File: src/rtl/sram_bus_ctrl_pkg.sv
// Shared types and constants for the SRAM bus controller and its loader.
package sram_bus_ctrl_pkg;

  // CPU transaction FSM states
  typedef enum logic [1:0] {
    StIdle = 2'd0,
    StRd   = 2'd1,
    StAck  = 2'd2
  } state_e;

  localparam int unsigned LANES              = 4;
  localparam int unsigned DEFAULT_ADDR_WIDTH = 11;
  // Bits of a byte address that select the lane within a 32-bit word
  localparam int unsigned LANE_SEL_W         = 2;

  // Byte offset within a word -> one-hot lane; lane i holds bits [8i+7:8i] (little-endian)
  function automatic logic [LANES-1:0] lane_onehot(input logic [LANE_SEL_W-1:0] byte_off);
    logic [LANES-1:0] lanes;
    lanes           = '0;
    lanes[byte_off] = 1'b1;
    return lanes;
  endfunction

endpackage

File: src/rtl/sram_loader.sv
// Byte-stream loader: fills the RAM sequentially from byte address 0 while ld_en is high.
module sram_loader
  import sram_bus_ctrl_pkg::*;
#(
  parameter int unsigned ADDR_WIDTH = DEFAULT_ADDR_WIDTH
) (
  input  logic                      clk,
  input  logic                      reset,
  input  logic                      idle,
  input  logic                      ld_en,
  input  logic                      ld_valid,
  input  logic [7:0]                ld_data,
  output logic                      ld_ready,
  output logic [ADDR_WIDTH+2:0]     ld_count,
  output logic                      ld_overflow,
  output logic                      wr_req,
  output logic [ADDR_WIDTH-1:0]     wr_ad,
  output logic [LANES-1:0]          wr_wre,
  output logic [8*LANES-1:0]        wr_din
);

  localparam int unsigned CW = ADDR_WIDTH + 3;
  // Byte capacity of the whole RAM: 4 * 2^ADDR_WIDTH
  localparam logic [CW-1:0] FULL = {1'b1, {(ADDR_WIDTH + 2){1'b0}}};

  logic          en_q;
  logic          rise;
  logic [CW-1:0] count_q, count_d;
  logic [CW-1:0] eff_count;
  logic          ovf_q, ovf_d;
  logic          full;

  assign rise = ld_en & ~en_q;
  // The clear on a rising edge applies to this cycle's write, so a byte offered
  // together with the edge lands at address 0 rather than at the stale count.
  assign eff_count = rise ? '0 : count_q;
  assign full      = (eff_count == FULL);

  assign ld_ready = ~reset & ld_en & idle & ~full;
  assign wr_req   = ld_valid & ld_ready;
  assign wr_ad    = eff_count[ADDR_WIDTH+1:2];
  assign wr_wre   = lane_onehot(eff_count[1:0]);
  assign wr_din   = {LANES{ld_data}};

  assign ld_count    = count_q;
  assign ld_overflow = ovf_q;

  // Next count saturates at FULL; overflow is sticky until the next ld_en rising edge
  always_comb begin
    count_d = eff_count + CW'(wr_req);
    ovf_d   = (rise ? 1'b0 : ovf_q) | (ld_en & ld_valid & full);
  end

  // Loader state registers
  always_ff @(posedge clk) begin
    if (reset) begin
      en_q    <= 1'b0;
      count_q <= '0;
      ovf_q   <= 1'b0;
    end else begin
      en_q    <= ld_en;
      count_q <= count_d;
      ovf_q   <= ovf_d;
    end
  end

endmodule

File: src/rtl/sram_bus_ctrl.sv
// picorv32 native-bus front end for four 8-bit Gowin_SP lanes, with a boot-time byte loader.
module sram_bus_ctrl
  import sram_bus_ctrl_pkg::*;
#(
  parameter int unsigned ADDR_WIDTH = DEFAULT_ADDR_WIDTH
) (
  input  logic                  clk,
  input  logic                  reset,
  input  logic                  sel,
  input  logic                  mem_valid,
  input  logic [31:0]           mem_addr,
  input  logic [31:0]           mem_wdata,
  input  logic [3:0]            mem_wstrb,
  output logic                  mem_ready,
  output logic [31:0]           mem_rdata,
  input  logic                  ld_en,
  input  logic                  ld_valid,
  input  logic [7:0]            ld_data,
  output logic                  ld_ready,
  output logic [ADDR_WIDTH+2:0] ld_count,
  output logic                  ld_overflow,
  output logic                  ram_ce,
  output logic                  ram_oce,
  output logic [3:0]            ram_wre,
  output logic [ADDR_WIDTH-1:0] ram_ad,
  output logic [31:0]           ram_din,
  input  logic [31:0]           ram_dout
);

  state_e                state_q, state_d;
  logic [31:0]           rdata_q, rdata_d;
  logic                  cpu_accept;
  logic                  ld_wr_req;
  logic [ADDR_WIDTH-1:0] ld_wr_ad;
  logic [LANES-1:0]      ld_wr_wre;
  logic [8*LANES-1:0]    ld_wr_din;
  logic                  unused_addr_bits;

  // Only the word index within the RAM is decoded; higher bits alias
  assign unused_addr_bits = ^{mem_addr[31:ADDR_WIDTH+2], mem_addr[1:0]};

  assign cpu_accept = mem_valid & sel & ~ld_en;
  assign ram_oce    = 1'b1;
  assign mem_rdata  = rdata_q;
  assign mem_ready  = (state_q == StAck) & ~reset;

  sram_loader #(
    .ADDR_WIDTH (ADDR_WIDTH)
  ) u_loader (
    .clk         (clk),
    .reset       (reset),
    .idle        (state_q == StIdle),
    .ld_en       (ld_en),
    .ld_valid    (ld_valid),
    .ld_data     (ld_data),
    .ld_ready    (ld_ready),
    .ld_count    (ld_count),
    .ld_overflow (ld_overflow),
    .wr_req      (ld_wr_req),
    .wr_ad       (ld_wr_ad),
    .wr_wre      (ld_wr_wre),
    .wr_din      (ld_wr_din)
  );

  // Next-state, read capture and RAM strobe mux (CPU in IDLE, else loader in IDLE)
  always_comb begin
    state_d = state_q;
    rdata_d = rdata_q;
    ram_ce  = 1'b0;
    ram_wre = '0;
    ram_ad  = mem_addr[ADDR_WIDTH+1:2];
    ram_din = mem_wdata;
    unique case (state_q)
      StIdle: begin
        if (cpu_accept) begin
          ram_ce = 1'b1;
          if (mem_wstrb == 4'b0000) begin
            state_d = StRd;
          end else begin
            ram_wre = mem_wstrb;
            state_d = StAck;
          end
        end else if (ld_wr_req) begin
          ram_ce  = 1'b1;
          ram_ad  = ld_wr_ad;
          ram_wre = ld_wr_wre;
          ram_din = ld_wr_din;
        end
      end
      StRd: begin
        // Bypass-mode RAM: dout is valid the cycle after the address
        rdata_d = ram_dout;
        state_d = StAck;
      end
      StAck: begin
        // mem_valid is still high here; it must not start a second transaction
        state_d = StIdle;
      end
      default: state_d = StIdle;
    endcase
    if (reset) begin
      ram_ce  = 1'b0;
      ram_wre = '0;
    end
  end

  // FSM and read data registers
  always_ff @(posedge clk) begin
    if (reset) begin
      state_q <= StIdle;
      rdata_q <= '0;
    end else begin
      state_q <= state_d;
      rdata_q <= rdata_d;
    end
  end

endmodule
File: config.mk
export PLATFORM = sky130hd
export DESIGN_NAME = sram_bus_ctrl
export DESIGN_NICKNAME = d
export VERILOG_FILES = /design/src/rtl/sram_bus_ctrl_pkg.sv /design/src/rtl/sram_loader.sv /design/src/rtl/sram_bus_ctrl.sv
export SDC_FILE = /design/constraint.sdc
export NUM_CORES = 1
export LEC_CHECK = 0
export BUFFER_PORTS_ARGS = -buffer_cell sky130_fd_sc_hd__buf_2
export CAP_MARGIN = 25
export CORE_UTILIZATION = 46
export CTS_CLUSTER_SIZE = 8
export DETAILED_ROUTE_END_ITERATION = 12
export PLACE_DENSITY = 0.87
export SYNTH_ARGS = -nofsm -noshare
export SYNTH_HDL_FRONTEND = slang
export SYNTH_HIERARCHICAL = 1
export SYNTH_SLANG_ARGS = --single-unit
File: constraint.sdc
create_clock -name clk -period 5.4 [get_ports clk]
set_input_delay 0.27 -clock clk [delete_from_list [all_inputs] [get_ports clk]]
set_output_delay 0.27 -clock clk [all_outputs]
set_load 0.05 [all_outputs]
### After elaboration in Yosys (flattened, before gate mapping)

Index checks and enable logic that the tools add are counted.
Widths: inputs -> output; s select.

| word-level totals | value |
|---|---|
| bits in registers | 50 |
| output and inout bits | 98 |
| word-level logic and storage cells | 52 |

| operators by class | value |
|---|---|
| add/sub/neg operators | 1 |
| $lt $le $gt $ge | 2 |
| equal/unequal tests | 4 |
| mux-type cells | 22 |
| bitwise logic cells | 15 |
| reduce and logical (&&, ||, !) cells | 3 |

Operator list:

| kind | number |
|---|---|
| $mux 32 | 3 |
| $mux 11 | 3 |
| $mux 4 | 5 |
| $add 14x1->14 | 1 |
| $eq 14x14->1 const B | 1 |
| $mux 14 | 1 |
| $and 1x1->1 | 10 |
| $mux 1 | 6 |
| $logic_not 4->1 | 1 |
| $mux 2 | 2 |
| $not 1->1 | 4 |
| $pmux 2 s2 | 1 |
| $lt 2x3->1 const B | 1 |
| $demux 1 s2 | 1 |
| $eq 2x1->1 const B | 1 |
| $eq 2x2->1 const B | 1 |
| $ge 2x1->1 const B | 1 |
| $logic_not 2->1 | 1 |
| $ne 2x2->1 const B | 1 |
| $logic_and 1x1->1 | 1 |
| $or 1x1->1 | 1 |

### Logic depth before layout (Yosys ltp)

Gate-level depths: netlist (run 1).

| logic depth | value |
|---|---|
| depth in word-level cells | 11 |
| mapped depth | 11 |

### By module

The synthesis (run 1) kept the hierarchy.

By module, submodules not included:

| module | instances | cells each | area an instance (um^2) | seq. area each (um^2) |
|---|---|---|---|---|
| sram_bus_ctrl | 1 | 219 | 2020.7 | 680.7 |
| sram_loader | 1 | 141 | 1156.1 | 320.3 |

### Least setup slack after synthesis (run 1)

OpenSTA, ideal clock, no wires.

| timing path | value |
|---|---|
| kind | register to register |
| from | register u_loader.count_q[5], in the netlist u_loader/ld_count[5] |
| to | register u_loader.count_q[12], in the netlist u_loader/ld_count[12] |
| library setup time | 0.116 ns |
| data arrival time | 2.902 ns |
| required time | 5.284 ns |
| slack | 2.382 ns |
| cell stages (with the launch flop) | 12 |
| path through | dfxtp_1 buf_6 nor4_4 nand2_1 nor3_1 nor3b_1 ha_1 ha_1 and4_1 and3_1 a311oi_1 a41o_2 |

| between the ends | value |
|---|---|
| cells in the longest elaborated chain, start to end | 6 |

RTL lines:

| item | line | source |
|---|---|---|
| start: declaration | sram_loader.sv:28 | `logic [CW-1:0] count_q, count_d;` |
| start signal: assignment | sram_loader.sv:62 | `count_q <= count_d;` |
| $mux 14 | sram_loader.sv:36 | `assign eff_count = rise ? '0 : count_q;` |
| $eq 14x14->1 | sram_loader.sv:37 | `assign full = (eff_count == FULL);` |
| $not 1->1 | sram_loader.sv:39 | `assign ld_ready = ~reset & ld_en & idle & ~full;` |
| $and 1x1->1 | sram_loader.sv:39 |  |
| $and 1x1->1 | sram_loader.sv:40 | `assign wr_req = ld_valid & ld_ready;` |
| net ld_wr_req | sram_bus_ctrl.sv:33 | `logic ld_wr_req;` |
| $add 14x1->14 | sram_loader.sv:50 | `count_d = eff_count + CW'(wr_req);` |

The timed path passes the listed nets, and every way through them passes these cells.
A chain may end at the register's enable or synchronous reset.

### Final worst setup path (run 1)

| timing path | value |
|---|---|
| from | register u_loader.en_q |
| to | output ram_ad[5] |

| between the ends | value |
|---|---|
| cells in the longest elaborated chain, start to end | 10 |

RTL lines:

| item | line | source |
|---|---|---|
| start: declaration | sram_loader.sv:26 | `logic en_q;` |
| start signal: assignment | sram_loader.sv:61 | `en_q <= ld_en;` |
| $not 1->1 | sram_loader.sv:33 | `assign rise = ld_en & ~en_q;` |
| $and 1x1->1 | sram_loader.sv:33 |  |
| $mux 14 | sram_loader.sv:36 |  |
| $eq 14x14->1 | sram_loader.sv:37 |  |
| $not 1->1 | sram_loader.sv:39 |  |
| $and 1x1->1 | sram_loader.sv:39 |  |
| $and 1x1->1 | sram_loader.sv:40 |  |
| net ld_wr_req | sram_bus_ctrl.sv:33 |  |
| $mux 11 | sram_bus_ctrl.sv:83 | `end else if (ld_wr_req) begin` |
| $mux 11 | sram_bus_ctrl.sv:75 | `if (cpu_accept) begin` |
| $mux 11 | sram_bus_ctrl.sv:73 | `unique case (state_q)` |
| end: declaration | sram_bus_ctrl.sv:25 | `output logic [ADDR_WIDTH-1:0] ram_ad,` |

The timed path passes the listed nets, and every way through them passes these cells.

==> impl_metrics.py, run 1 <==
metrics = {
    "logic_synthesis": {
        "ys_warn_count": 6,
        "avgSynthCellArea_sq_um": 8.82,
        "synth_edf_count": 0,
        "synth.cells.most_frequent": "nand2_1 (79), dfxtp_1 (50), a21oi_1 (41), mux2_4 (40), buf_4 (34)",
        "synth_cells": 360,
        "synthDistinctLibCells": 43,
        "synth_nets": 476,
        "synth.most_common_cell": "nand2_1",
        "yosysSeqAreaShare_pct": 31.5,
        "ys.flop_type": "dfxtp_1",
        "synth_top_cell_area_share_pct": 31.5,
        "ys_seq_elements": 50,
        "synth.area.top_cells": "dfxtp_1 (32%), mux2_4 (19%), nand2_1 (9.3%)",
        "postSynth.asyncResetShare_pct": 0,
        "synth_top_area_cell": "dfxtp_1",
        "synthesis.area_sq_mm": 0.00318,
    },
    "drt": {
        "dr.first_iter.drc_count": 130,
        "avgRoutedWirePerCell_um": 14.1,
        "drcViolationCount": 0,
        "viasPerCell": 5.10,
        "ant_nets": 0,
        "wirelength_um": 8220,
        "route.vias.total": 2969,
        "firstDrtPassIters": 4,
    },
    "global_route": {
        "met1_usage_pct": 24.8,
        "grt.busiest_layer": "met2",
        "grt_pass1_vias": 2797,
        "grt_max_degree": 54,
        "grt_pass1_wl_um": 12800,
        "grt_antenna_before_repair": 0,
        "grt_usage_pct": 21.9,
        "grt_overflow": 0,
        "met2_usage_pct": 41.4,
        "grt_use_met3_pct": 4.96,
    },
    "power_and_ir_drop": {
        "clkPwrFrac_pct": 28.2,
        "p_comb_share_pct": 27.0,
        "leakagePower_nw": 2.10,
        "ir_drop_uv": 190,
        "p_sw_share_pct": 34.0,
        "p_sw_w": 0.000281,
        "power.density_mw_per_mm2": 209,
        "p_int_w": 0.000546,
        "seqPwrFrac_pct": 44.9,
    },
    "setup_path": {
        "required_ns": 5.13,
        "critPathLaunchType": "flop",
        "crit_path_end_kind": "primary output",
        "crit_type": "flop to primary output",
        "path_max_fanout": 43,
        "arrival_ns": 3.33,
    },
    "sta": {
        "setup_tns_ns": 0,
        "fmaxAchievable_mhz": 278,
        "skew_ns": 0.00632,
        "fin_crit_sh_pct": 66.6,
        "rsz0062_at_grt": "false",
        "setup_viol": 0,
        "slew-limit-headroom_pct": 36.5,
        "worstMarginPinSlew_ns": 0.953,
        "maxSlewViolCount": 0,
        "hold_violations": 0,
        "fin_crit_ns": 3.60,
    },
    "floorplanning": {
        "ios": 212,
        "start_util_pct": 48.9,
        "core_area_sq_mm": 0.00649,
        "die-width_um": 85.1,
        "core.rowCount": 29,
        "chipHeight_um": 85.1,
        "die_area_sq_mm": 0.00724,
    },
    "cells_and_area": {
        "instances_no_fill": 582,
        "fin_nets": 620,
        "final_area_sq_mm": 0.00397,
        "diodes": 0,
        "area_delta_synth_final_pct": 24.9,
        "drive_gt1_share_pct": 50.3,
    },
    "clock_network": {
        "cts.clk_slew.worst_paths_ns": 0.10,
        "clock-sinks": 50,
        "cts_tree": "built",
        "cts-root-buf": "clkbuf_8",
        "cts_buffer_depth": 2,
        "hold_buffers": 0,
        "numCtsBuffers": 5,
        "clk_latency_ns": 0.30,
        "cts_resized": 0,
        "htreeDepth": 2,
        "cts_setup_buffers": 0,
    },
    "place": {
        "portBuffers": 189,
        "place_congestion": 0.843,
        "place_area_sq_mm": 0.00384,
        "numPlacedInstances": 572,
        "post-dp-hpwl_um": 6220,
    },
    "job": {
        "maxCapViolCount": 0,
    },
    "min_path": {
        "hp-class": "primary input to flop",
    },
    "outcome": {
        "status": "finished, final reports clean",
    },
}
==> cell usage in the layout (no fill, tap or decap), drive strengths merged <==
| cell | instances |
|---|---|
| a21oi | 41 |
| nand4 | 5 |
| nor3 | 7 |
| nand3b | 1 |
| a21o | 1 |
| and3b | 1 |
| nand3 | 8 |
| nor2 | 13 |
| a41o | 2 |
| or3 | 2 |
| mux2 | 43 |
| and2 | 10 |
| conb | 1 |
| nand2b | 1 |
| or4 | 1 |
| nand2 | 79 |
| inv | 6 |
| xnor2 | 3 |
| a31o | 2 |
| dfxtp | 50 |
| a311oi | 2 |
| nor3b | 2 |
| buf | 192 |
| o21ai | 2 |
| and4 | 3 |
| nor2b | 7 |
| or2b | 1 |
| clkinv | 1 |
| xor2 | 4 |
| and3 | 5 |
| clkbuf | 5 |
| nor4 | 2 |
| ha | 2 |
==> cells by family (layout without fill, tap and decap cells) <==
logic type,after synthesis,after routing,synth area share [%]
other,1,1,0.118
and+or+nand+nor,148,148,23.9
buffers and inverters,59,204,13.0
DFF,50,50,31.5
xor gates and xnor gates,7,7,1.93
muxes,43,43,20.0
AOI/OAI and AO/OA,50,50,8.78
adders and majority gates,2,2,0.788
==> power by group through the flow <==
stage	clock, W	sequential, W	combinational, W
finish	0.000233	0.000371	0.000223
global route	0.000257	0.000372	0.000234
CTS	0.000242	0.000371	0.000223
detailed placement	0	0.000380	0.000222
global placement	0	0.000380	0.000219
floorplan	0	0.000383	0.000175
==> path summary, 6_finish.rpt <==
| kind | startpoint | endpoint | slack [ns] | cells past startpoint |
|---|---|---|---|---|
| max reg2reg | u_loader/en_q$_SDFF_PP0_ | u_loader/ld_count[12]$_SDFF_PP0_ | 2.25 | 11 |
| max | u_loader/en_q$_SDFF_PP0_ | ram_ad[5] | 1.80 | 8 |
| min reg2reg | mem_rdata[7]$_SDFFE_PP0P_ | mem_rdata[7]$_SDFFE_PP0P_ | 0.46 | 2 |
| min | ram_dout[25] | mem_rdata[25]$_SDFFE_PP0P_ | 0.19 | 3 |
==> per-stage QoR <==
step	setup WS, ns	power (W)	utilization, %	hold WS (ns)
final	1.80	0.000828	61.1	0.189
after global routing	1.61	0.000863	61.1	0.170
after CTS	1.17	0.000836	60.6	0.175
after detailed placement	1.49	0.000602	59.1	0.444
after global placement	1.58	0.000599	58.9	0.439
after floorplan	2.38	0.000558	-	0.406
==> worst max-delay path, stage by stage (launching register included) <==
cell and delay (ns):
dfxtp_1 0.32, nand2b_1 0.52, nand2_1 0.26, nor3_1 0.09, nor3b_1 0.19, buf_2 0.23
nand3_4 0.62, mux2_4 0.54, buf_2 0.21
==> area by class of cell <==
cell class	count	area, sq um
clock buffers	5	68.8
clock inverters	3	28.8
fillers	548	2530
inverters	4	15.0
multi-input cells	251	1760
flip-flops and latches	50	1000
well taps	77	96.3
repair buffers	192	993
==> per-layer routing <==
metal / vias to the layer above / wire [um]
met2: 152 / 4370
li1: 1472 / -
met3: 4 / 683
met4: 0 / 48
met5: - / 0
met1: 1341 / 3120
==> registers in the layout (all words and copies together) (netlist names) <==
name / cells
u_loader/ld_overflow: 1
state_q: 2
u_loader/en_q: 1
u_loader/ld_count: 14
mem_rdata: 32
(Power assumes the default switching activity.)
==> inputs of run 2 (changes only) <==
- CORE_UTILIZATION: 46 -> 38
- PLACE_DENSITY: 0.87 -> 0.77
- clock period: 5.4 -> 3.15 ns (I/O delays scaled with it)
==> run 2 against run 1 <==
  * Hold slack worse by 0.14 ns
  * Largest cell class unchanged
  * Count of clock-buffer cells in the layout rose by 1
  * Sequential power rose by 72%
  * Critical endpoint is now ram_din[29]
==> impl_metrics.py, run 2 (synthesized netlist as in run 1, its figures left out) <==
metrics = {
    "outcome": {
        "status": "finished, final reports clean",
    },
    "setup_path": {
        "cp_top_family": "simple AND/OR/NAND/NOR gates",
        "critPathSlowestCell": "nor3b_2",
        "arrival_ns": 2.69,
        "crit_path_end_kind": "primary output",
        "setup.worst_path.start": "u_loader/ld_count[1]$_SDFF_PP0_",
        "critPathLaunchType": "flop",
        "r2r_setup_slack_ns": 0.33,
        "reg2reg_depth": 10,
        "required_ns": 2.99,
        "regToRegStartpoint": "u_loader/ld_count[10]$_SDFF_PP0_",
        "path_max_fanout": 10,
        "cpPeakStageDelay_ns": 0.57,
        "path_buf_inv": 2,
        "crit_type": "flop to primary output",
        "r2r_end": "u_loader/ld_count[12]$_SDFF_PP0_",
        "path_cells": "nor2_1 -> nand2_1 -> nor3_1 -> nor3b_2 -> nand3_4 -> buf_4 -> mux2_4 -> buf_2",
    },
    "sta": {
        "rsz0062_at_grt": "false",
        "fin_crit_sh_pct": 90.3,
        "setup_tns_ns": 0,
        "maxSlewViolCount": 0,
        "setup_viol": 0,
        "slew-limit-headroom_pct": 55.8,
        "hold_violations": 0,
        "fmaxAchievable_mhz": 352,
        "worstMarginPinSlew_ns": 0.660,
        "skew_ns": 0.00928,
        "fin_crit_ns": 2.84,
    },
    "cells_and_area": {
        "regArea_sq_mm": 0.00100,
        "final_area_sq_mm": 0.00409,
        "area_delta_synth_final_pct": 28.6,
        "fin_util_pct": 51.8,
        "fin_nets": 628,
        "fillers": 777,
        "mostFrequentLayoutCells": "buf_2 (189), nand2_1 (79), dfxtp_1 (50)",
        "drive_gt1_share_pct": 51.3,
        "final_common_cell": "buf_2",
        "largest_register_ffs": 32,
        "diodes": 0,
        "multiInputGateArea_sq_mm": 0.00178,
    },
    "clock_network": {
        "htreeDepth": 2,
        "cts_tree": "built",
        "cts.clk_slew.worst_paths_ns": 0.10,
        "cts_setup_buffers": 0,
        "clock-sinks": 50,
        "cts-root-buf": "clkbuf_8",
        "numCtsBuffers": 5,
        "cts_buffer_depth": 2,
        "clk_latency_ns": 0.29,
    },
    "floorplanning": {
        "chipHeight_um": 93.4,
        "start_util_pct": 40.3,
        "ios": 212,
        "die_area_sq_mm": 0.00873,
        "core_area_sq_mm": 0.00789,
        "core.rowCount": 32,
        "die-width_um": 93.4,
    },
    "place": {
        "post-dp-hpwl_um": 6550,
        "place_area_sq_mm": 0.00392,
        "place_congestion": 0.760,
        "portBuffers": 189,
    },
    "global_route": {
        "grt_antenna_before_repair": 0,
        "grt_pass1_vias": 2817,
        "grt_overflow": 0,
        "grt_max_degree": 53,
        "grt_pass1_wl_um": 13000,
        "grt_usage_pct": 18.7,
    },
    "power_and_ir_drop": {
        "p_int_w": 0.00103,
        "leakagePower_nw": 2.14,
        "p_comb_share_pct": 25.8,
        "clkPwrFrac_pct": 31.9,
        "seqPwrFrac_pct": 42.3,
        "ir_drop_uv": 233,
        "finalPower_w": 0.00151,
        "p_sw_share_pct": 31.4,
        "power.density_mw_per_mm2": 369,
        "p_sw_w": 0.000473,
    },
    "drt": {
        "dr.first_iter.drc_count": 69,
        "ant_nets": 0,
        "route.vias.total": 2993,
        "avgRoutedWirePerCell_um": 14.1,
        "wirelength_um": 8660,
        "firstDrtPassIters": 4,
        "drcViolationCount": 0,
        "viasPerCell": 4.87,
    },
    "min_path": {
        "hp-class": "primary input to flop",
        "min_from": "reset",
        "min_to": "u_loader/en_q$_SDFF_PP0_",
        "min_path_cells": 2,
    },
    "job": {
        "maxCapViolCount": 0,
    },
}
-- run 2: worst max path at each step --
stage | end | slack [ns] | cells after the start
floorplan | u_loader/ld_count[12]$_SDFF_PP0_ | 0.13 | 11
global placement | ram_din[29] | 0.19 | 8
detailed placement | ram_din[29] | 0.14 | 8
CTS | ram_din[29] | 0.18 | 8
global route | ram_din[29] | 0.1 | 8
finish | ram_din[29] | 0.31 | 8
-- run 2: cell type report --
cell class | instances | area share [%]
multi-input cells | 252 | 43.6
well taps | 102 | 3.12
flip-flops and latches | 50 | 24.5
repair buffers | 199 | 25.5
clock buffers | 6 | 2.02
inverters | 4 | 0.368
clock inverters | 2 | 0.949
-- run 2: power by group through the flow --
| stage | Combinational, W | Clock (W) | Sequential [W] |
|---|---|---|---|
| finish | 0.000389 | 0.000481 | 0.000637 |
| global route | 0.000408 | 0.000528 | 0.000638 |
| CTS | 0.000389 | 0.000503 | 0.000637 |
| detailed placement | 0.000388 | 0 | 0.000651 |
| global placement | 0.000383 | 0 | 0.000651 |
| floorplan | 0.000300 | 0 | 0.000656 |
-- run 2: routing by layer --
layer	wire length, um	global-route usage [%]	vias to the layer above
met5	0	0	-
met4	45	3.46	0
met3	776	6.18	4
met2	4500	36.3	132
met1	3340	19.4	1369
li1	-	-	1488
-- run 2: metrics by stage --
stage | hold slack, ns | setup WS, ns | std cells
2_1_floorplan | 0.294 | 0.132 | 360
3_3_place_gp | 0.349 | 0.191 | 605
3_5_place_dp | 0.365 | 0.136 | 605
4_1_cts | 0.0349 | 0.180 | 613
5_1_grt | 0.0268 | 0.0961 | 615
6_report | 0.0470 | 0.306 | 615
-- run 2: timing repair --
item / 4_1_cts / 5_1_grt
setup endpoints to repair: 27 / 2
pin swaps: 0 / 1
hold buffers: 0 / 0
resized for setup: 1 / 0
gates cloned: 0 / 1
